$ cat src/rtl/vga_sync_monitor_if.sv
// VGA monitor bus: the sampled stream and probe setup flow into the monitor,
// recovered position, lock status, error pulses and the probe capture flow out.
interface vga_sync_monitor_if;
  logic       Hsinc;
  logic       Vsinc;
  logic [2:0] Rojo;
  logic [2:0] Verde;
  logic [1:0] Azul;
  logic [9:0] probe_x;
  logic [9:0] probe_y;
  logic [9:0] posX;
  logic [9:0] posY;
  logic       active;
  logic       locked;
  logic       line_err;
  logic       frame_err;
  logic [7:0] probe_color;
  logic       probe_valid;
  logic [7:0] frame_count;

  // Source side: drives the VGA pins and the probe coordinate.
  modport master (
    output Hsinc, Vsinc, Rojo, Verde, Azul, probe_x, probe_y,
    input  posX, posY, active, locked, line_err, frame_err,
           probe_color, probe_valid, frame_count
  );

  // Monitor side.
  modport slave (
    input  Hsinc, Vsinc, Rojo, Verde, Azul, probe_x, probe_y,
    output posX, posY, active, locked, line_err, frame_err,
           probe_color, probe_valid, frame_count
  );
endinterface

$ cat src/rtl/vga_sync_monitor.sv
// Receive-side VGA timing monitor: registers the pins, recovers hcnt/vcnt
// from sync falling edges, checks line/frame lengths, tracks lock and
// captures the colour at a probe coordinate.
module vga_sync_monitor #(
  parameter int H_SYNC      = 96,
  parameter int H_BP        = 48,
  parameter int H_ACTIVE    = 640,
  parameter int H_TOTAL     = 800,
  parameter int V_SYNC      = 2,
  parameter int V_BP        = 33,
  parameter int V_ACTIVE    = 480,
  parameter int V_TOTAL     = 525,
  parameter int LOCK_FRAMES = 2
) (
  input  logic             Clk,
  input  logic             reset,
  vga_sync_monitor_if.slave vga
);

  localparam logic [9:0] CNT_MAX = 10'd1023;
  localparam logic [9:0] H_LAST  = 10'(H_TOTAL - 1);
  localparam logic [9:0] V_LAST  = 10'(V_TOTAL - 1);
  localparam logic [9:0] H_START = 10'(H_SYNC + H_BP);
  localparam logic [9:0] H_END   = 10'(H_SYNC + H_BP + H_ACTIVE);
  localparam logic [9:0] V_START = 10'(V_SYNC + V_BP);
  localparam logic [9:0] V_END   = 10'(V_SYNC + V_BP + V_ACTIVE);
  localparam logic [7:0] LOCK_N  = 8'(LOCK_FRAMES);

  typedef enum logic [1:0] {
    UNLOCKED = 2'd0,
    ACQUIRE  = 2'd1,
    LOCKED   = 2'd2
  } state_e;

  logic       hs_q, hs_d, hs_q2, hs_d2, vs_q, vs_d, vs_line_q, vs_line_d;
  logic [7:0] rgb_q, rgb_d;
  logic [9:0] hcnt_q, hcnt_d, vcnt_q, vcnt_d;
  logic       h_seen_q, h_seen_d, v_seen_q, v_seen_d;
  logic       frame_bad_q, frame_bad_d;
  logic       line_err_q, line_err_d, frame_err_q, frame_err_d;
  logic       timeout_q, timeout_d;
  logic [7:0] frame_count_q, frame_count_d;
  logic [7:0] good_q, good_d;
  state_e     state_q, state_d;
  logic [7:0] probe_color_q, probe_color_d;
  logic       probe_valid_q, probe_valid_d;

  logic       h_edge, frame_start, timeout, line_bad, frame_len_bad, frame_good;
  logic       win_active;
  logic [9:0] pos_x, pos_y;

  // A sync falling edge is seen one stage behind the pins; the counter
  // timing out (reaching 1023 without an edge) ends the current line.
  assign h_edge        = hs_q2 & ~hs_q;
  assign frame_start   = h_edge & ~vs_q & vs_line_q;
  assign timeout       = ~h_edge & (hcnt_q == CNT_MAX - 10'd1);
  assign line_bad      = h_edge & h_seen_q & (hcnt_q != H_LAST);
  assign frame_len_bad = frame_start & v_seen_q & (vcnt_q != V_LAST);
  // A line error on the frame-start edge belongs to the frame that is ending.
  assign frame_good    = frame_start & v_seen_q & ~frame_bad_q & ~line_bad & ~frame_len_bad;

  assign win_active = (hcnt_q >= H_START) && (hcnt_q < H_END) &&
                      (vcnt_q >= V_START) && (vcnt_q < V_END);
  assign pos_x      = win_active ? hcnt_q - H_START : 10'd0;
  assign pos_y      = win_active ? vcnt_q - V_START : 10'd0;

  // Input sampling, position counters and the line/frame length checks.
  always_comb begin
    hs_d          = vga.Hsinc;
    hs_d2         = hs_q;
    vs_d          = vga.Vsinc;
    rgb_d         = {vga.Rojo, vga.Verde, vga.Azul};
    vs_line_d     = vs_line_q;
    hcnt_d        = hcnt_q;
    vcnt_d        = vcnt_q;
    h_seen_d      = h_seen_q;
    v_seen_d      = v_seen_q;
    frame_bad_d   = frame_bad_q;
    frame_count_d = frame_count_q;
    line_err_d    = line_bad | timeout;
    frame_err_d   = frame_len_bad;
    timeout_d     = timeout;

    if (h_edge) begin
      hcnt_d    = 10'd0;
      vs_line_d = vs_q;
    end else if (hcnt_q != CNT_MAX) begin
      hcnt_d = hcnt_q + 10'd1;
    end

    if (frame_start) begin
      vcnt_d = 10'd0;
    end else if (h_edge && (vcnt_q != CNT_MAX)) begin
      vcnt_d = vcnt_q + 10'd1;
    end

    if (timeout) begin
      h_seen_d = 1'b0;
      v_seen_d = 1'b0;
    end else begin
      if (h_edge)      h_seen_d = 1'b1;
      if (frame_start) v_seen_d = 1'b1;
    end

    if (frame_start)     frame_bad_d = 1'b0;
    else if (line_err_d) frame_bad_d = 1'b1;

    if (frame_good) frame_count_d = frame_count_q + 8'd1;
  end

  // Lock state machine: acquires on frame starts, drops on registered errors.
  always_comb begin
    state_d = state_q;
    good_d  = good_q;
    case (state_q)
      UNLOCKED: begin
        if (frame_start) begin
          state_d = ACQUIRE;
          good_d  = 8'd0;
        end
      end
      ACQUIRE: begin
        if (frame_start && v_seen_q) begin
          if (frame_good) begin
            good_d = good_q + 8'd1;
            if (good_q + 8'd1 >= LOCK_N) state_d = LOCKED;
          end else begin
            good_d = 8'd0;
          end
        end
      end
      LOCKED: begin
        if (line_err_q || frame_err_q) state_d = UNLOCKED;
      end
      default: state_d = UNLOCKED;
    endcase
    if (timeout_q) state_d = UNLOCKED;
  end

  // Probe capture of the registered pixel at the requested visible coordinate.
  always_comb begin
    probe_valid_d = (state_q == LOCKED) && win_active &&
                    (pos_x == vga.probe_x) && (pos_y == vga.probe_y);
    probe_color_d = probe_valid_d ? rgb_q : probe_color_q;
  end

  // State registers with asynchronous active-low reset.
  always_ff @(posedge Clk or negedge reset) begin
    if (!reset) begin
      hs_q          <= 1'b1;
      hs_q2         <= 1'b1;
      vs_q          <= 1'b1;
      vs_line_q     <= 1'b1;
      rgb_q         <= 8'd0;
      hcnt_q        <= 10'd0;
      vcnt_q        <= 10'd0;
      h_seen_q      <= 1'b0;
      v_seen_q      <= 1'b0;
      frame_bad_q   <= 1'b0;
      line_err_q    <= 1'b0;
      frame_err_q   <= 1'b0;
      timeout_q     <= 1'b0;
      frame_count_q <= 8'd0;
      good_q        <= 8'd0;
      state_q       <= UNLOCKED;
      probe_color_q <= 8'd0;
      probe_valid_q <= 1'b0;
    end else begin
      hs_q          <= hs_d;
      hs_q2         <= hs_d2;
      vs_q          <= vs_d;
      vs_line_q     <= vs_line_d;
      rgb_q         <= rgb_d;
      hcnt_q        <= hcnt_d;
      vcnt_q        <= vcnt_d;
      h_seen_q      <= h_seen_d;
      v_seen_q      <= v_seen_d;
      frame_bad_q   <= frame_bad_d;
      line_err_q    <= line_err_d;
      frame_err_q   <= frame_err_d;
      timeout_q     <= timeout_d;
      frame_count_q <= frame_count_d;
      good_q        <= good_d;
      state_q       <= state_d;
      probe_color_q <= probe_color_d;
      probe_valid_q <= probe_valid_d;
    end
  end

  assign vga.posX        = pos_x;
  assign vga.posY        = pos_y;
  assign vga.active      = win_active;
  assign vga.locked      = (state_q == LOCKED);
  assign vga.line_err    = line_err_q;
  assign vga.frame_err   = frame_err_q;
  assign vga.probe_color = probe_color_q;
  assign vga.probe_valid = probe_valid_q;
  assign vga.frame_count = frame_count_q;

endmodule

$ cat src/flat_wrapper.sv
// flat-port wrapper written by rule: the top's interface ports become plain ports
module vga_sync_monitor_flat 
#(
  parameter int H_SYNC      = 96,
  parameter int H_BP        = 48,
  parameter int H_ACTIVE    = 640,
  parameter int H_TOTAL     = 800,
  parameter int V_SYNC      = 2,
  parameter int V_BP        = 33,
  parameter int V_ACTIVE    = 480,
  parameter int V_TOTAL     = 525,
  parameter int LOCK_FRAMES = 2
)
  (Clk, reset, vga_Hsinc, vga_Vsinc, vga_Rojo, vga_Verde, vga_Azul, vga_probe_x, vga_probe_y, vga_posX, vga_posY, vga_active, vga_locked, vga_line_err, vga_frame_err, vga_probe_color, vga_probe_valid, vga_frame_count);
  vga_sync_monitor_if vga_i ();
  input  logic Clk;
  input  logic reset;
  input wire logic [$bits(vga_i.Hsinc)-1:0] vga_Hsinc;
  input wire logic [$bits(vga_i.Vsinc)-1:0] vga_Vsinc;
  input wire logic [$bits(vga_i.Rojo)-1:0] vga_Rojo;
  input wire logic [$bits(vga_i.Verde)-1:0] vga_Verde;
  input wire logic [$bits(vga_i.Azul)-1:0] vga_Azul;
  input wire logic [$bits(vga_i.probe_x)-1:0] vga_probe_x;
  input wire logic [$bits(vga_i.probe_y)-1:0] vga_probe_y;
  output wire logic [$bits(vga_i.posX)-1:0] vga_posX;
  output wire logic [$bits(vga_i.posY)-1:0] vga_posY;
  output wire logic [$bits(vga_i.active)-1:0] vga_active;
  output wire logic [$bits(vga_i.locked)-1:0] vga_locked;
  output wire logic [$bits(vga_i.line_err)-1:0] vga_line_err;
  output wire logic [$bits(vga_i.frame_err)-1:0] vga_frame_err;
  output wire logic [$bits(vga_i.probe_color)-1:0] vga_probe_color;
  output wire logic [$bits(vga_i.probe_valid)-1:0] vga_probe_valid;
  output wire logic [$bits(vga_i.frame_count)-1:0] vga_frame_count;
  assign vga_i.Hsinc = vga_Hsinc;
  assign vga_i.Vsinc = vga_Vsinc;
  assign vga_i.Rojo = vga_Rojo;
  assign vga_i.Verde = vga_Verde;
  assign vga_i.Azul = vga_Azul;
  assign vga_i.probe_x = vga_probe_x;
  assign vga_i.probe_y = vga_probe_y;
  assign vga_posX = vga_i.posX;
  assign vga_posY = vga_i.posY;
  assign vga_active = vga_i.active;
  assign vga_locked = vga_i.locked;
  assign vga_line_err = vga_i.line_err;
  assign vga_frame_err = vga_i.frame_err;
  assign vga_probe_color = vga_i.probe_color;
  assign vga_probe_valid = vga_i.probe_valid;
  assign vga_frame_count = vga_i.frame_count;
  vga_sync_monitor #(.H_SYNC(H_SYNC), .H_BP(H_BP), .H_ACTIVE(H_ACTIVE), .H_TOTAL(H_TOTAL), .V_SYNC(V_SYNC), .V_BP(V_BP), .V_ACTIVE(V_ACTIVE), .V_TOTAL(V_TOTAL), .LOCK_FRAMES(LOCK_FRAMES)) u_core (.Clk(Clk), .reset(reset), .vga(vga_i));
endmodule
$ cat config.mk
export PLATFORM = sky130hd
export DESIGN_NAME = vga_sync_monitor_flat
export DESIGN_NICKNAME = d
export VERILOG_FILES = /design/src/rtl/vga_sync_monitor_if.sv /design/src/rtl/vga_sync_monitor.sv /design/src/flat_wrapper.sv
export SDC_FILE = /design/constraint.sdc
export NUM_CORES = 1
export LEC_CHECK = 0
export CAP_MARGIN = 25
export CORE_UTILIZATION = 55
export DETAILED_ROUTE_END_ITERATION = 10
export PLACE_DENSITY = 0.84
export SLEW_MARGIN = 15
export SYNTH_ARGS = -nofsm -noshare
export SYNTH_HDL_FRONTEND = slang
export SYNTH_SLANG_ARGS = --single-unit
$ cat constraint.sdc
create_clock -name Clk -period 5.25 [get_ports Clk]
set_input_delay 1.05 -clock Clk [delete_from_list [all_inputs] [get_ports Clk]]
set_output_delay 1.05 -clock Clk [all_outputs]
set_load 0.03 [all_outputs]
# After elaboration in Yosys (flattened, before gate mapping)
# Cells that the tools add are included.
# classes
n_bitwise,18
div_mod_pow,0
muxes,23
n_mul,0
n_lt_le_gt_ge,5
shifts,0
reduce_logical,18
n_eq_ne,16
add_sub_neg,6
# op_table
op,count
$mux W10,6
$ne A10 B10 Y1 const B,4
$mux W8,3
$add A10 B1 Y10 const B,2
$eq A10 B10 Y1,2
$lt A10 B10 Y1 const B,2
$add A8 B1 Y8 const B,2
$pmux W8 S2,1
$ne A3 B1 Y1 const B,5
$mux W2,6
$reduce_bool A2 Y1,6
$and A1 B1 Y1,11
$eq A10 B10 Y1 const B,1
$ge A10 B6 Y1 const B,1
$ge A10 B8 Y1 const B,1
$sub A10 B6 Y10 const B,1
$sub A10 B8 Y10 const B,1
$ge A8 B2 Y1 const B,1
$logic_and A1 B1 Y1,8
$mux W1,6
$not A1 Y1,6
$pmux W2 S3,1
$reduce_and A5 Y1,1
$ne A2 B1 Y1 const B,2
6 further kinds,6
# word_totals
wordCells,104
ramBits,0
register_bits,65
n_memories,0
out_inout_bits,41
in_bits,32
latchBits,0
mem_bits_ro,0

# Logic depth before layout (Yosys ltp)
# Gate-level depths: netlist of run 1.
# depth
depth_word,12
ltp_mapped,14
ltp_nobuf,11

# Worst setup path before layout of run 1
# No wires, ideal clock.
# synth_timing
path_kind,register -> output
start,register u_core.hcnt_q[0]
end,output vga_posX[6]
stages_incl_launch_ff,10
setup_slack_ps,2051
n_path_buf,2
arrival_ps,2149
required_time_ps,4200
cell_sequence,dfrtp_1 inv_1 ha_1 nor4b_1 nand3_1 a32o_1 or2_1 buf_6 buf_2 nor2_1
# synth_between
elab_chain_len,5
elab_cells_between_ends,7
classes_between,1 x add/sub; 2 x order compare; 1 x mux; 3 x reduce/logical
# synth_rtl
item,line,source
from (decl),vga_sync_monitor.sv:37,"logic [9:0] hcnt_q, hcnt_d, vcnt_q, vcnt_d;"
from (signal assigned),vga_sync_monitor.sv:174,hcnt_q <= hcnt_d;
$ge A10 B8 Y1 / $lt A10 B10 Y1 (equally long branches),vga_sync_monitor.sv:62,assign win_active = (hcnt_q >= H_START) && (hcnt_q < H_END) &&
$logic_and A1 B1 Y1 (2 in a row),vga_sync_monitor.sv:62,
$logic_and A1 B1 Y1,vga_sync_monitor.sv:63,(vcnt_q >= V_START) && (vcnt_q < V_END);
$mux W10 (*),vga_sync_monitor.sv:64,assign pos_x = win_active ? hcnt_q - H_START : 10'd0;
to (decl),flat_wrapper.sv:25,output wire logic [$bits(vga_i.posX)-1:0] vga_posX;
# Every way passes the cells marked *; elsewhere a longest branch is shown, timed or not.

# Worst setup path after layout of run 1
# layout_timing
start,register u_core.vcnt_q[0]
end,output vga_posY[1]
# layout_between
elab_chain_len,4
elab_cells_between_ends,6
classes_between,1 x add/sub; 2 x order compare; 1 x mux; 2 x reduce/logical
# layout_rtl
item,line,source
from (decl),vga_sync_monitor.sv:37,
from (signal assigned),vga_sync_monitor.sv:175,vcnt_q <= vcnt_d;
$ge A10 B6 Y1,vga_sync_monitor.sv:63,
$logic_and A1 B1 Y1,vga_sync_monitor.sv:62,
$logic_and A1 B1 Y1,vga_sync_monitor.sv:63,
$mux W10 (*),vga_sync_monitor.sv:65,assign pos_y = win_active ? vcnt_q - V_START : 10'd0;
to (decl),flat_wrapper.sv:26,output wire logic [$bits(vga_i.posY)-1:0] vga_posY;
# Marks and branches as above.

==> flow_metrics.tcl, run 1 <==
set metrics [dict create \
    place.port_buffers 72 \
    skew_ns 0.01028 \
    finalHoldViolations 0 \
    grt_max_degree 66 \
    dieArea_um2 7387 \
    synthTopCellsByArea "dfrtp_1, xnor2_1, nor2_1, xor2_1, ha_1" \
    cts_buffer_depth 2 \
    grt.overflow.total 0 \
    p_per_area_nw_per_um2 287.8 \
    clkLatencyLatePin_ns 0.34 \
    worstPathMaxFanout 19 \
    worstHoldPathCells 0 \
    yosysSeqAreaShare 0.4209 \
    whs_ns 0.3762 \
    grt_most_used_layer "met2" \
    gp_congestion 0.9291 \
    yosys.area_share.adder 0.03551 \
    p_int_uw 953.2 \
    hpwl_um 6160 \
    reg2reg_from "u_core.vcnt_q[0]" \
    max_freq_mhz 210.8 \
    cts-buffers-inserted 9 \
    dr.pass1.iters 4 \
    grt_pass1_vias 3018 \
    min_path_type "reg -> reg" \
    p_seq_frac 0.444 \
    min-delay-start "u_core.hs_d2" \
    clkTransAtPathRegs_ns 0.07 \
    vdd_drop_max_mv 0.1644 \
    postSynthCellCount 405 \
    async_reset_ff_frac 1.000 \
    yosys.area.top_type "dfrtp_1" \
    netlist_area_um2 3876 \
    diodes 0 \
    p_leak_nw 2.057 \
    drc_errors 0 \
    htree_num_levels 3 \
    synth_top_family_by_area "simple AND/OR/NAND/NOR gates" \
    grt_antenna_before_repair 0 \
    ctsHoldBuffers 0 \
    die_w_um 85.95 \
    pwr-share-clk 0.347 \
    reg2regPathDepth 10 \
    drtIter0Drc 196 \
    finalMaxSlewViolations 0 \
    total_power_mw 1.388 \
    worst_slew_pin_slew_ns 0.9413 \
    layout.cells.non_filler 568 \
    dp_slack_ns 0.8741 \
    vias 3176 \
    comb_power_share 0.208 \
    synth-edff-count 0 \
    synthXorXnorAreaFrac 0.1130 \
    cts_sinks 65 \
    core-area_um2 6794 \
    setup_slack_ns 0.5067 \
    required_ns 4.20 \
    met1_usage 0.3281 \
    setup_tns_ns 0 \
    yosys.area_share.simple 0.2382 \
    rsz0062_at_grt "false" \
    r2r_slack_ns 1.18 \
    ys.flop_type "dfrtp_1" \
    dpl.cell_count 552 \
    finalCritPeriodShare 0.9035 \
    drive_gt1_frac 0.08263 \
    r2r-end "u_core.vga.probe_color[4]" \
    synth_compound_area_frac 0.09942 \
    use_met2 0.4214 \
    muxShareOfSynthArea 0.04713 \
    io_pins 73 \
    post_cts_buffers 0 \
    fp.dieH_um 85.95 \
    status "complete, no violations" \
    wire_per_inst_um 15.11 \
    nets 510 \
    syn_nets 448 \
    rows 30 \
    relSlewSlack 0.3712 \
    gr-usage-met3 0.05294 \
    synth_cell_types 55 \
    avgSynthCellArea_um2 9.571 \
    initial_core_util 0.5705 \
    post-synth-top-area-fraction 0.3938 \
    viasPerCell 5.592 \
    ys_warn_count 0 \
    setup_viol 0 \
    worstHoldEndpoint "u_core.hs_q2" \
    wl_um 8581 \
    grt_pass1_wl_um 14310 \
    finalCriticalPeriod_ns 4.743 \
    cts_tree "built" \
    track_usage 0.2505 \
    maxCapViolCount 0 \
    critPathCaptureType "primary output" \
    root_buffer "clkbuf_8" \
    p_switching_uw 435.2 \
    crit_type "reg -> out" \
    ctsResizeCount 0 \
    critPathLaunchType "flop" \
    arrival_ns 3.69 \
    area_growth_pct 24.47 \
    p_sw_frac 0.3134 \
    ant_nets 0 \
    ys_seq_elements 65 \
]
-- area by class of cell --
class                   count  area [um2]
inverters                  14       53.80
well taps                  96       120.1
fillers                   527        1969
flip-flops and latches     65        1632
clock inverters             5       80.08
multi-input cells         303        2067
clock buffers              11       141.4
repair buffers             74       730.7
-- metrics by stage --
step           utilization  area, um2
4_1_cts             0.7101       4825
6_report            0.7101       4825
5_1_grt             0.7101       4825
3_5_place_dp        0.6775       4603
2_1_floorplan            -       3876
3_3_place_gp        0.6775       4603
-- cells in the final DEF, fill, tap and decap left out, drive strengths merged, types with 3 or more instances in the layout --
cell and count:
o21ai 17, ha 11, nand2 24, nor2 52, nor4b 4, clkbuf 11
xnor2 29, nor2b 5, a31oi 5, clkdlybuf4s50 71, mux2i 4, nand3 14
o31ai 6, dfrtp 61, nor3b 4, nor3 12, mux2 10, xor2 21
nor4 4, a21oi 15, nand4b 3, and3 10, nand2b 7, buf 3
nand4 11, inv 13, and2 8, dfstp 4, or3 5
-- kinds of logic after synthesis --
| group | Yosys count |
|---|---|
| simple gates | 170 |
| flops | 65 |
| compound gates | 58 |
| xor+xnor | 50 |
| buf+inv | 37 |
| mux | 14 |
| fa+ha+maj | 11 |
-- worst max-delay path, cell delays in order (launching register included) --
cell and delay, ns:
dfrtp_1 0.48, ha_1 0.36, o41ai_4 0.44, a21oi_1 0.15
a21oi_2 0.18, or2_1 0.56, clkinv_2 0.34, and2_1 0.25
clkdlybuf4s50_1 0.58
-- sequential cells by signal (all words and copies together), names as in the netlist, 2 cells and up --
| name | count |
|---|---|
| u_core.state_q | 2 |
| u_core.good_q | 8 |
| u_core.rgb_q | 8 |
| u_core.vga.frame_count | 8 |
| u_core.vga.probe_color | 8 |
| u_core.vcnt_q | 10 |
| u_core.hcnt_q | 10 |
-- how the worst max path moves through the flow --
stage	slack, ns	end	cells after the start	from
6_report	0.51	vga_posY[1]	8	u_core.vcnt_q[0]
5_1_grt	0.32	vga_posX[3]	8	u_core.vcnt_q[0]
4_1_cts	0.50	vga_posY[1]	8	u_core.vcnt_q[0]
3_5_place_dp	0.87	vga_posY[1]	8	u_core.vcnt_q[0]
3_3_place_gp	1.04	vga_posY[1]	8	u_core.vcnt_q[0]
2_1_floorplan	2.05	vga_posX[6]	9	u_core.hcnt_q[0]
-- Yosys cell counts, drive strengths merged (2+ instances only) --
cell type   n
nand3      14
ha         11
nand4      11
nor4        4
and3       10
o21ai      17
xor2       21
a211oi      2
nor2       52
nand2      24
dfrtp      61
nor3b       4
o31ai       6
xnor2      29
nor4b       4
and4        2
or3         5
clkbuf     13
buf        10
inv        13
and2        8
nor4bb      2
nor2b       5
a21oi      15
mux2       10
nand4b      3
mux2i       4
o21a        2
or2         2
nor3       12
nand2b      7
a31oi       5
dfstp       4
-- power groups by stage --
stage / logic [mW] / registers [mW] / clock network [mW]
4_1_cts: 0.288 / 0.614 / 0.488
3_5_place_dp: 0.285 / 0.624 / 0
6_report: 0.289 / 0.617 / 0.482
5_1_grt: 0.322 / 0.624 / 0.512
2_1_floorplan: 0.245 / 0.575 / 0
3_3_place_gp: 0.279 / 0.618 / 0
-- routing by layer --
metal | vias up | share of wire
met5 | - | 0
met1 | 1536 | 0.46
met2 | 101 | 0.49
met3 | 7 | 0.045
met4 | 0 | 0.0080
li1 | 1532 | -
Power figures use the tool's default switching activity.
==> run 2: changes to the inputs <==
CAP_MARGIN = 10   (was 25)
CORE_MARGIN = 8   (was unset)
==> flow_metrics.tcl, run 2 (synthesized netlist as in run 1, its figures left out) <==
set metrics [dict create \
    initial_core_util 0.5705 \
    area_growth_pct 23.40 \
    grt_max_degree 48 \
    dieArea_um2 9990 \
    skew_ns 0.008915 \
    finalCritPeriodShare 0.9106 \
    io_pins 73 \
    cts-buffers-inserted 9 \
    reg_top3 "u_core.hcnt_q: 10 flops, u_core.vcnt_q: 10 flops" \
    drc_errors 0 \
    dr.pass1.iters 4 \
    cts_buffer_depth 2 \
    finalHoldViolations 0 \
    viasPerCell 5.629 \
    seqCellArea_um2 1632 \
    worstHoldEndpoint "u_core.hs_q2" \
    track_usage 0.1869 \
    diodes 0 \
    ant_nets 0 \
    gp_congestion 0.9168 \
    vias 3203 \
    ctsResizeCount 0 \
    core-area_um2 6794 \
    status "complete, no violations" \
    hpwl_um 6907 \
    wire_per_inst_um 16.06 \
    worstPathMaxFanout 19 \
    vdd_drop_max_mv 0.1387 \
    setup_viol 0 \
    die_w_um 99.95 \
    required_ns 4.20 \
    grt_pass1_wl_um 15050 \
    multi_input_area_um2 2067 \
    clkTransAtPathRegs_ns 0.07 \
    layout_common_cells "clkdlybuf4s50_1, dfrtp_1, nor2_1" \
    worst_slew_pin_slew_ns 0.8586 \
    reg2reg_from "u_core.vcnt_q[0]" \
    p_per_area_nw_per_um2 265.0 \
    finalCriticalPeriod_ns 4.781 \
    drtIter0Drc 170 \
    r2r-end "u_core.vga.probe_color[3]" \
    critPathLaunchType "flop" \
    grt_pass1_vias 3113 \
    layout_commonest_cell "clkdlybuf4s50_1" \
    reg2regPathDepth 10 \
    arrival_ns 3.73 \
    nets 511 \
    grt_antenna_before_repair 0 \
    worstHoldPathCells 0 \
    cts_sinks 65 \
    ctsHoldBuffers 0 \
    p_leak_nw 2.046 \
    rows 30 \
    clkLatencyLatePin_ns 0.34 \
    critPathCaptureType "primary output" \
    fp.dieH_um 99.95 \
    crit_type "reg -> out" \
    r2r_slack_ns 1.11 \
    place.port_buffers 72 \
    setup_tns_ns 0 \
    fin_util 0.7041 \
    rsz0062_at_grt "false" \
    max_freq_mhz 209.2 \
    grt.overflow.total 0 \
    cts_tree "built" \
    fillCellCount 512 \
    relSlewSlack 0.4128 \
    maxCapViolCount 0 \
    min-delay-start "u_core.hs_d2" \
    root_buffer "clkbuf_8" \
    htree_num_levels 3 \
    post_cts_buffers 0 \
    min_path_type "reg -> reg" \
    drive_gt1_frac 0.08457 \
    wl_um 9139 \
    total_power_mw 1.267 \
    finalMaxSlewViolations 0 \
]
[run 2: layer usage]
| layer | up-vias | track usage | wire length [um] |
|---|---|---|---|
| li1 | 1529 | - | - |
| met1 | 1532 | 0.2287 | 4018 |
| met2 | 123 | 0.3027 | 4234 |
| met3 | 19 | 0.05675 | 714 |
| met4 | 0 | 0.06868 | 170 |
| met5 | - | 0 | 0 |
[run 2: power breakdown]
part / switching, mW / internal (mW) / total [mW]
registers: 0.0767 / 0.539 / 0.616
clock network: 0.185 / 0.182 / 0.367
logic: 0.150 / 0.135 / 0.285
total: 0.411 / 0.856 / 1.27
[run 2: worst max-delay path: stages (launching register included)]
cell	delay, ns
dfrtp_1	0.47
ha_1	0.36
o41ai_4	0.46
a21oi_1	0.14
a21oi_2	0.19
or2_1	0.58
clkinv_2	0.33
and2_1	0.26
clkdlybuf4s50_1	0.60
[run 2: worst max-delay path by stage]
stage	startpoint	endpoint	slack, ns	depth (start not counted)
finish	u_core.vcnt_q[0]	vga_posX[3]	0.47	8
floorplan	u_core.hcnt_q[0]	vga_posX[6]	2.05	9
global placement	u_core.vcnt_q[0]	vga_posX[3]	0.99	8
CTS	u_core.vcnt_q[0]	vga_posX[3]	0.46	8
global route	u_core.vcnt_q[0]	vga_posX[2]	0.21	8
detailed placement	u_core.vcnt_q[0]	vga_posX[3]	0.82	8
[run 2: final cells by class]
| type | count | share of cell area |
|---|---|---|
| clock buffer | 11 | 0.02956 |
| clock inverter | 5 | 0.006539 |
| inverter | 14 | 0.01125 |
| multi-input combinational | 303 | 0.4321 |
| sequential | 65 | 0.3411 |
| tap | 96 | 0.02511 |
| timing repair buffer | 75 | 0.1543 |
[run 2: stage by stage]
stage	hold slack (ns)	worst slack [ns]	std cells	cell area, um2
after global routing	0.3812	0.2114	569	4783
after detailed placement	0.3668	0.8243	553	4611
after CTS	0.3774	0.4570	569	4783
final	0.3754	0.4694	569	4783
after global placement	0.3622	0.9887	553	4611
after floorplan	0.3581	2.051	405	3876
==> run 3: changes to the inputs <==
SLEW_MARGIN = unset   (was 15)
==> results of run 3 <==
The final DEF is identical to that of run 2; final timing and power are the same.
